## src/rtl/aes_pkg.sv

```systemverilog
// Shared AES widths, engine FSM encoding and GF(2^8) helpers.
// Used by the S-box lanes and the SubBytes engine.
package aes_pkg;

    localparam int AES_STATE_W   = 128;
    localparam int AES_BYTE_W    = 8;
    localparam int AES_NUM_BYTES = 16;

    typedef enum logic {
        IDLE = 1'b0,
        BUSY = 1'b1
    } sub_fsm_e;

    // Byte 0 is the most significant byte of the state.
    function automatic logic [AES_BYTE_W-1:0] get_byte(input logic [AES_STATE_W-1:0] s,
                                                       input int i);
        return s[AES_STATE_W-1-AES_BYTE_W*i -: AES_BYTE_W];
    endfunction

    function automatic logic [7:0] gf_mul(input logic [7:0] a, input logic [7:0] b);
        logic [7:0] p;
        logic [7:0] aa;
        logic [7:0] bb;
        logic       hi;
        p  = 8'h00;
        aa = a;
        bb = b;
        for (int i = 0; i < 8; i++) begin
            if (bb[0]) p = p ^ aa;
            hi = aa[7];
            aa = {aa[6:0], 1'b0};
            if (hi) aa = aa ^ 8'h1b;
            bb = {1'b0, bb[7:1]};
        end
        return p;
    endfunction

    // a^254 == a^-1 for a != 0, and maps 0 to 0 as SubBytes requires.
    function automatic logic [7:0] gf_inv(input logic [7:0] a);
        logic [7:0] p;
        logic [7:0] t;
        p = 8'h01;
        t = a;
        for (int k = 1; k < 8; k++) begin
            t = gf_mul(t, t);
            p = gf_mul(p, t);
        end
        return p;
    endfunction

    function automatic logic [7:0] rotl8(input logic [7:0] x, input int n);
        return (x << n) | (x >> (8 - n));
    endfunction

endpackage

```

## src/rtl/aes_sbox.sv

```systemverilog
// One combinational AES S-box lane: GF(2^8) inversion plus affine map; INV_SBOX_EN adds the inverse path.
// Latency: 0 cycles (pure combinational).
// Backpressure: none; the engine holds the lane inputs stable for a whole cycle.
module aes_sbox
    import aes_pkg::*;
(
    input  logic [7:0] din,
`ifdef INV_SBOX_EN
    input  logic       fwd_en,
`endif
    output logic [7:0] dout
);

    logic [7:0] inv_in;
    logic [7:0] inv_out;
    logic [7:0] fwd_out;

    always_comb begin
`ifdef INV_SBOX_EN
        // Inverse direction undoes the affine map before inverting.
        inv_in = fwd_en ? din
                        : (rotl8(din, 1) ^ rotl8(din, 3) ^ rotl8(din, 6) ^ 8'h05);
`else
        inv_in = din;
`endif
        inv_out = gf_inv(inv_in);
        fwd_out = inv_out ^ rotl8(inv_out, 1) ^ rotl8(inv_out, 2)
                ^ rotl8(inv_out, 3) ^ rotl8(inv_out, 4) ^ 8'h63;
`ifdef INV_SBOX_EN
        dout = fwd_en ? fwd_out : inv_out;
`else
        dout = fwd_out;
`endif
    end

endmodule

```

## src/rtl/sub_bytes_engine.sv

```systemverilog
// AES SubBytes/InvSubBytes over a 128-bit state, BYTES_PER_CYCLE bytes per cycle (INV_SBOX_EN enables decrypt).
// Latency: sub_ready_out pulses in the cycle after accept edge + 16/BYTES_PER_CYCLE.
// Backpressure: none; starts while busy are dropped, a start in the ready cycle is accepted.
module sub_bytes_engine
    import aes_pkg::*;
#(
    parameter int BYTES_PER_CYCLE = 4
)
(
    input  logic                   clk,
    input  logic                   rst_n,
    input  logic                   sub_start_in,
    input  logic                   en_de,
    input  logic [AES_STATE_W-1:0] state_in,
    output logic [AES_STATE_W-1:0] state_out,
    output logic                   sub_ready_out,
    output logic                   busy
);

    localparam int N     = AES_NUM_BYTES / BYTES_PER_CYCLE;
    localparam int CNT_W = (N > 1) ? $clog2(N) : 1;
    localparam logic [CNT_W-1:0] CNT_LAST = CNT_W'(N - 1);

    sub_fsm_e               fsm_q, fsm_d;
    logic [CNT_W-1:0]       cnt_q, cnt_d;
    logic [AES_STATE_W-1:0] work_q, work_d;
    logic [AES_STATE_W-1:0] state_out_q, state_out_d;
    logic                   ready_q, ready_d;
    logic                   busy_q, busy_d;
`ifdef INV_SBOX_EN
    logic                   mode_q, mode_d;
`else
    logic                   unused_en_de;
    assign unused_en_de = en_de;
`endif

    logic [AES_BYTE_W-1:0] lane_in  [BYTES_PER_CYCLE];
    logic [AES_BYTE_W-1:0] lane_out [BYTES_PER_CYCLE];

    always_comb begin
        for (int j = 0; j < BYTES_PER_CYCLE; j++) begin
            lane_in[j] = get_byte(work_q, int'(cnt_q) * BYTES_PER_CYCLE + j);
        end
    end

    for (genvar j = 0; j < BYTES_PER_CYCLE; j++) begin : g_lane
        aes_sbox u_sbox (
            .din    (lane_in[j]),
`ifdef INV_SBOX_EN
            .fwd_en (mode_q),
`endif
            .dout   (lane_out[j])
        );
    end

    always_comb begin
        fsm_d       = fsm_q;
        cnt_d       = cnt_q;
        work_d      = work_q;
        state_out_d = state_out_q;
        ready_d     = 1'b0;
        busy_d      = busy_q;
`ifdef INV_SBOX_EN
        mode_d      = mode_q;
`endif
        case (fsm_q)
            IDLE: begin
                if (sub_start_in) begin
                    fsm_d  = BUSY;
                    work_d = state_in;
                    cnt_d  = '0;
                    busy_d = 1'b1;
`ifdef INV_SBOX_EN
                    mode_d = en_de;
`endif
                end
            end
            BUSY: begin
                for (int j = 0; j < BYTES_PER_CYCLE; j++) begin
                    work_d[AES_STATE_W-1-AES_BYTE_W*(int'(cnt_q)*BYTES_PER_CYCLE+j) -: AES_BYTE_W]
                        = lane_out[j];
                end
                if (cnt_q == CNT_LAST) begin
                    // Publish the fully substituted state, including this cycle's chunk.
                    fsm_d       = IDLE;
                    cnt_d       = '0;
                    state_out_d = work_d;
                    ready_d     = 1'b1;
                    busy_d      = 1'b0;
                end else begin
                    cnt_d = cnt_q + CNT_W'(1);
                end
            end
            default: fsm_d = IDLE;
        endcase
    end

    always_ff @(posedge clk or negedge rst_n) begin
        if (!rst_n) begin
            fsm_q       <= IDLE;
            cnt_q       <= '0;
            work_q      <= '0;
            state_out_q <= '0;
            ready_q     <= 1'b0;
            busy_q      <= 1'b0;
`ifdef INV_SBOX_EN
            mode_q      <= 1'b1;
`endif
        end else begin
            fsm_q       <= fsm_d;
            cnt_q       <= cnt_d;
            work_q      <= work_d;
            state_out_q <= state_out_d;
            ready_q     <= ready_d;
            busy_q      <= busy_d;
`ifdef INV_SBOX_EN
            mode_q      <= mode_d;
`endif
        end
    end

    assign state_out     = state_out_q;
    assign sub_ready_out = ready_q;
    assign busy          = busy_q;

endmodule

```

## config.mk

```make
export PLATFORM = sky130hd
export DESIGN_NAME = sub_bytes_engine
export DESIGN_NICKNAME = d
export VERILOG_FILES = /design/src/rtl/aes_pkg.sv /design/src/rtl/aes_sbox.sv /design/src/rtl/sub_bytes_engine.sv
export SDC_FILE = /design/constraint.sdc
export NUM_CORES = 2
export LEC_CHECK = 0
export ABC_CLOCK_PERIOD_IN_PS = 16100
export BUFFER_PORTS_ARGS = -buffer_cell sky130_fd_sc_hd__buf_2
export CAP_MARGIN = 25
export CORE_AREA = 2 2 420 589
export DETAILED_ROUTE_END_ITERATION = 12
export DIE_AREA = 0 0 422 591
export GPL_ROUTABILITY_DRIVEN = 0
export PLACE_DENSITY_LB_ADDON = 0.3
export REMOVE_ABC_BUFFERS = 1
export SLEW_MARGIN = 10
export SYNTH_ARGS = -nofsm -noshare
export SYNTH_HDL_FRONTEND = slang
export SYNTH_SLANG_ARGS = --single-unit
```

## constraint.sdc

```tcl
create_clock -name clk -period 16.1 [get_ports clk]
set_input_delay 0.805 -clock clk [delete_from_list [all_inputs] [get_ports clk]]
set_output_delay 0.805 -clock clk [all_outputs]
set_load 0.05 [all_outputs]
```

* Word-level counts from Yosys, hierarchy flattened
Index checks and enable logic that the tools add are counted.
Word-level totals: flip-flop bits (word level) 261, output and inout bits 130, word-level logic and storage cells 1657
Operators by class: $add $sub $neg 12, equal/unequal tests 3, shift-type cells 12, multiplexer cells 829, bitwise logic cells 793, reduce and logical (&&, ||, !) cells 2
Operators with widths (count):
- 8-bit two-way mux | 420
- 8-bit XOR | 380
- 5-bit two-way mux | 368
- 4-bit inverter | 368
- 8-bit by 33-bit variable shift with 135-bit output (first input constant) | 4
- 8-bit by 33-bit variable part select with 135-bit output | 4
- 128-bit bitwise mux | 4
- 135-bit by 9-bit variable part select with 8-bit output | 3
- 128-bit one-hot mux with 2 select lines | 1
- 135-bit by 8-bit variable part select with 8-bit output | 1
- 128-bit two-way mux | 1
- 9-bit negation with 33-bit output | 3
- 8-bit negation with 33-bit output | 1
- 8-bit by 1-bit bitwise OR with 8-bit output | 4
- 8-bit by 2-bit bitwise OR with 8-bit output | 4
- 8-bit by 3-bit bitwise OR with 8-bit output | 4
- 8-bit by 4-bit bitwise OR with 8-bit output | 4
- 7-bit two-way mux | 4
- 1-bit inverter (first input constant) | 28
- 7-bit by 8-bit subtractor with 9-bit output (first input constant) | 3
- 6-bit two-way mux | 4
- 4-bit two-way mux | 4
- 2-bit two-way mux | 6
- 3-bit two-way mux | 4
- other kinds (12) | 24

* Logic depth before layout (Yosys ltp)
depth in word-level cells 141, gate-level depth with buffers 72, mapped depth without buffers 58

* Hierarchy
A second synthesis with hierarchy kept.
Second synthesis, totals: cell total of the unflattened synthesis 9336, area total of the unflattened synthesis 75292.2 um2
Modules (own cells, without submodules):
- aes_sbox (g_lane[1].u_sbox ...) | instances 3, cells an instance 1942, area each 15220.8 um2, sequential area each 0.0 um2
- aes_sbox (g_lane[0].u_sbox) | instances 1, cells an instance 2205, area each 16871.2 um2, sequential area each 0.0 um2
- sub_bytes_engine | instances 1, cells an instance 1305, area each 12758.5 um2, sequential area each 6531.3 um2

* Worst setup path after synthesis
No wires, ideal clock.
path type reg-to-reg, start register cnt_q[0], end register work_q[44], setup time 0.090 ns, arrival time 17.315 ns, data required time 16.010 ns, path slack -1.305 ns, stages on the path, launching flop included 68, path buffers 15, clock period less this slack 17.405 ns, cell sequence dfrtp_1 > buf_6 > buf_8 > buf_6 > mux4_2 > buf_2 > ha_1 > clkbuf_1 > mux2i_1 > xor2_1 > xnor3_1 > xnor2_1 > inv_1 > ha_1 > buf_1 > nand2_1 > xor2_1 > xnor3_1 > (+32 left out) > or3_1 > a31oi_1 > xor2_1 > mux2_2 > xnor2_1 > clkbuf_1 > clkbuf_1 > clkbuf_1 > o22ai_1 > a2111o_1 > and3_1 > o21a_1 > o21ai_0 > a21oi_1 > xnor2_1 > xnor3_1 > xnor3_1 > o221ai_1
On the way: cells in the longest elaborated chain, start to end 137
Ends and longest elaborated chain:
- from (decl) | line sub_bytes_engine.sv:25 | logic [CNT_W-1:0] cnt_q, cnt_d;
- from (signal assigned) | line sub_bytes_engine.sv:111 | cnt_q <= cnt_d;
- 4-bit by 1-bit adder with 5-bit output / 7-bit by 7-bit subtractor with 8-bit output (equally long branches) | line sub_bytes_engine.sv:42, sub_bytes_engine.sv:80, aes_pkg.sv:17
- 7-bit by 8-bit subtractor with 9-bit output / 135-bit by 8-bit variable part select with 8-bit output (equally long branches) | line aes_pkg.sv:17, sub_bytes_engine.sv:80
- 135-bit by 9-bit variable part select with 8-bit output, or another cell as far along | line aes_pkg.sv:17 | return s[AES_STATE_W-1-AES_BYTE_W*i -: AES_BYTE_W];
- 8-bit two-way mux, or another cell as far along | line aes_pkg.sv:29 | if (bb[0]) p = p ^ aa;
- 8-bit XOR / 8-bit two-way mux (equally long branches) | line aes_pkg.sv:29
- 8-bit two-way mux / 8-bit XOR (equally long branches) | line aes_pkg.sv:29
- 8-bit XOR / 8-bit two-way mux (equally long branches) | line aes_pkg.sv:29
- 8-bit two-way mux / 8-bit XOR (equally long branches) | line aes_pkg.sv:29
- (+120 left out)
- 8-bit XOR, on equally long branches | line aes_sbox.sv:27, aes_sbox.sv:28
- 8-bit XOR | line aes_sbox.sv:28 | ^ rotl8(inv_out, 3) ^ rotl8(inv_out, 4) ^ 8'h63;
- 8-bit XOR / 4-bit inverter (equally long branches)
- 4-bit inverter (no line) / 8-bit by 33-bit variable part select with 135-bit output (equally long branches)
- 8-bit by 33-bit variable part select with 135-bit output / 128-bit bitwise mux (equally long branches) | line sub_bytes_engine.sv:80 | work_d[AES_STATE_W-1-AES_BYTE_W*(int'(cnt_q)*BYTES_PER_CYCLE+j) -: AES_BYTE_W]
- 128-bit bitwise mux (2 in series) | line sub_bytes_engine.sv:80
- 128-bit bitwise mux (*) | line sub_bytes_engine.sv:80
- 128-bit one-hot mux with 2 select lines (*) | line sub_bytes_engine.sv:66 | case (fsm_q)
- to (signal assigned) | line sub_bytes_engine.sv:112 | work_q <= work_d;
- to (decl) | line sub_bytes_engine.sv:26 | logic [AES_STATE_W-1:0] work_q, work_d;
Mark *: on every way between the ends. The rest lies on a longest branch, timed or not. A chain may end at the register's enable or synchronous reset.

* Worst setup path in the final report
start register cnt_q[0], end register work_q[7]
Same word-level chain as after synthesis.

==> impl_metrics.py <==
metrics = {
    "sta": {
        "max_slew.worst_pin.slew_ns": 1.10,
        "finalCriticalPeriod_ns": 15.51,
        "setup_violations": 0,
        "max_freq_ghz": 0.0645,
        "fin_crit_sh_pct": 96.3,
        "max_slew_margin_pct": 27.0,
        "finClkSkew_ns": 0.0380,
        "drv_slew": 0,
        "hold_viol": 0,
    },
    "cells_and_area": {
        "nNetsFinal": 10200,
        "regArea_sq_um": 6540,
        "drive_above_1_share_pct": 21.3,
        "finish.utilization_pct": 35.8,
        "multi_input_area_sq_um": 66400,
        "fill_cells": 25500,
        "area_growth_pct": 19.8,
    },
    "worst_setup_path": {
        "r2r-start": "cnt_q[0]$_DFFE_PN0P_",
        "critPathTopFamily": "XOR/XNOR gates",
        "critPathSlowestCell": "mux4_2",
        "ff2ff_path_depth": 54,
        "r2r_slack_ns": 0.59,
        "required_ns": 16.58,
        "critPathBufInv": 8,
        "cpPeakStageDelay_ns": 0.62,
        "end_kind": "flop",
        "r2r_end": "work_q[7]$_DFFE_PN0P_",
        "start_kind": "flop",
        "path_class": "flop to flop",
        "cp_data_arrival_time_ns": 15.98,
        "cp_max_fo": 21,
    },
    "clock_tree": {
        "cts-htree-levels": 1,
        "clock_latency_ns": 0.62,
        "clk_pin_slew_ns": 0.07,
        "cts-root-buf": "clkbuf_16",
        "cts_buffers": 26,
        "cts_tree": "yes",
        "cts_sinks": 261,
        "cts_buffer_depth": 3,
    },
    "synthesis": {
        "synth.top_cell.area_share_pct": 18.5,
        "synth-edff-count": 0,
        "synth-main-ff-cell": "dfrtp_1",
        "post-synth-top-count-cell": "xnor2_1",
        "yosysWarnings": 0,
        "synth_top_area_cell": "xnor2_1",
        "seq_area_frac_synth_pct": 8.96,
        "syn_area_sq_um": 72900,
        "synth_common_cells": "xnor2_1 (1538), nor2_1 (1281), nand2_1 (891)",
        "ys_types": 121,
        "async_flop_share_pct": 100,
        "avgSynthCellArea_sq_um": 7.73,
        "synth_cells": 9433,
        "ys_ff_latch": 261,
        "ys_top_cells_by_area": "xnor2_1 (18%), xnor3_1 (10%), dfrtp_1 (9.0%)",
    },
    "die": {
        "die_h_microns": 591,
        "die_w_microns": 422,
        "die-area_sq_um": 249000,
        "io_pins": 262,
        "placementRows": 215,
        "core_area_sq_um": 244000,
        "start_util_pct": 29.8,
    },
    "route": {
        "vias_per_cell": 5.51,
        "drc": 0,
        "drt_iter0_markers": 4954,
        "vias": 73300,
        "wl_microns": 269000,
        "drt-pass1-iter-count": 8,
        "avgRoutedWirePerCell_microns": 20.2,
        "drtAntennaViolNets": 0,
    },
    "job": {
        "drv_cap": 0,
    },
    "global_routing": {
        "grt_pass1_vias": 71100,
        "grt_pass1_wl_microns": 411000,
        "grt_max_degree": 150,
        "globalRoute.totalOverflow": 0,
        "grt.total_usage_pct": 20.1,
        "grt_antenna_before_repair": 26,
    },
    "placed_design": {
        "dp_hpwl_microns": 201000,
        "numPortBuffers": 260,
    },
    "run_status": {
        "status": "finished clean",
    },
    "min_path": {
        "hold_path.class": "input pin to asynchronous set/reset pin",
    },
}
[worst reg2reg max path, delay by kind of cell, from the launching register on]
family          cells  cell delay [ns]
flops               1             0.46
compound gates      6             1.84
xor+xnor           28             8.45
buf+inv             8             1.55
fa+ha+maj           1             0.38
mux                 4             1.49
simple gates        7             1.21
[sequential cells by signal (all words and copies together) (netlist names)]
register and cells:
state_out 128, busy 1, sub_ready_out 1, work_q 128, fsm_q 1, cnt_q 2
[how the worst max path moves through the flow]
stage	from	endpoint	slack, ns	depth (start not counted)
floorplan	cnt_q[0]$_DFFE_PN0P_	work_q[108]$_DFFE_PN0P_	-4.68	48
global placement	cnt_q[0]$_DFFE_PN0P_	work_q[127]$_DFFE_PN0P_	-0.47	55
detailed placement	cnt_q[0]$_DFFE_PN0P_	work_q[127]$_DFFE_PN0P_	-0.78	55
CTS	cnt_q[0]$_DFFE_PN0P_	work_q[54]$_DFFE_PN0P_	0.0007	61
global route	cnt_q[0]$_DFFE_PN0P_	state_out[61]$_DFFE_PN0P_	-0.12	61
finish	cnt_q[0]$_DFFE_PN0P_	work_q[7]$_DFFE_PN0P_	0.59	54
[per-layer routing]
layer	GRT usage [%]	part of all wire, %	up-vias
met4	8.94	4.7	16
met5	0	0.038	-
li1	-	-	34500
met1	23.3	38	35500
met3	1.79	5.2	648
met2	37.5	52	2741
[cell type report]
cell class,count,share of cell area [%]
Timing Repair Buffer,1222,10.2
Antenna cell,12,0.0344
Tap cell,3255,4.66
Multi-Input combinational cell,8405,76.0
Inverter,105,0.456
Clock buffer,30,0.796
Sequential cell,261,7.49
Clock inverter,18,0.362
[kinds of logic after synthesis]
logic type / after synthesis / synth area share (%)
AO/OA/AOI/OAI: 2218 / 20.2
XOR/XNOR: 2521 / 39.9
adder cells (fa/ha/maj): 35 / 0.590
buffers and inverters: 771 / 4.46
flip-flops: 261 / 8.96
multiplexers: 369 / 5.75
AND/OR/NAND/NOR: 3258 / 20.2
[cell usage in the layout (no fill, tap or decap), types with 223 or more instances in the layout]
cell     netlist  final
xnor3_1      324    252
a21oi_1      534    524
nand3_1      240    232
nor3_1       232    223
nand2_1      891    885
mux2i_1      289    278
o21ai_0      406    388
xor2_1       421    369
xnor2_1     1538   1366
nor2_1      1281   1267
buf_4         28    925
xnor2_2      104    242
buf_2        119    258
dfrtp_1      261    258
[metrics by stage]
step           setup slack (ns)  instances  cell area, sq um  hold slack (ns)  setup TNS, ns
3_3_place_gp             -0.470      13000             81900            0.461         -43.48
6_report                  0.594      13300             87300            0.191              0
5_1_grt                  -0.122      13300             87300            0.311          -3.65
2_1_floorplan             -4.68       8767             70100            0.468        -947.17
3_5_place_dp             -0.781      13000             81900            0.464         -89.09
4_1_cts                0.000727      13100             83600            0.273              0
[repair_timing]
item                       CTS  global route
hold buffers                 0             0
setup endpoints to repair  256           256
gates cloned                 0             6
resized for setup           74           413
pin swaps                   18           137
setup buffers               25           175
Power is not shown: default switching activity piles up to over one toggle a cycle in this logic, so the estimate is an artifact.
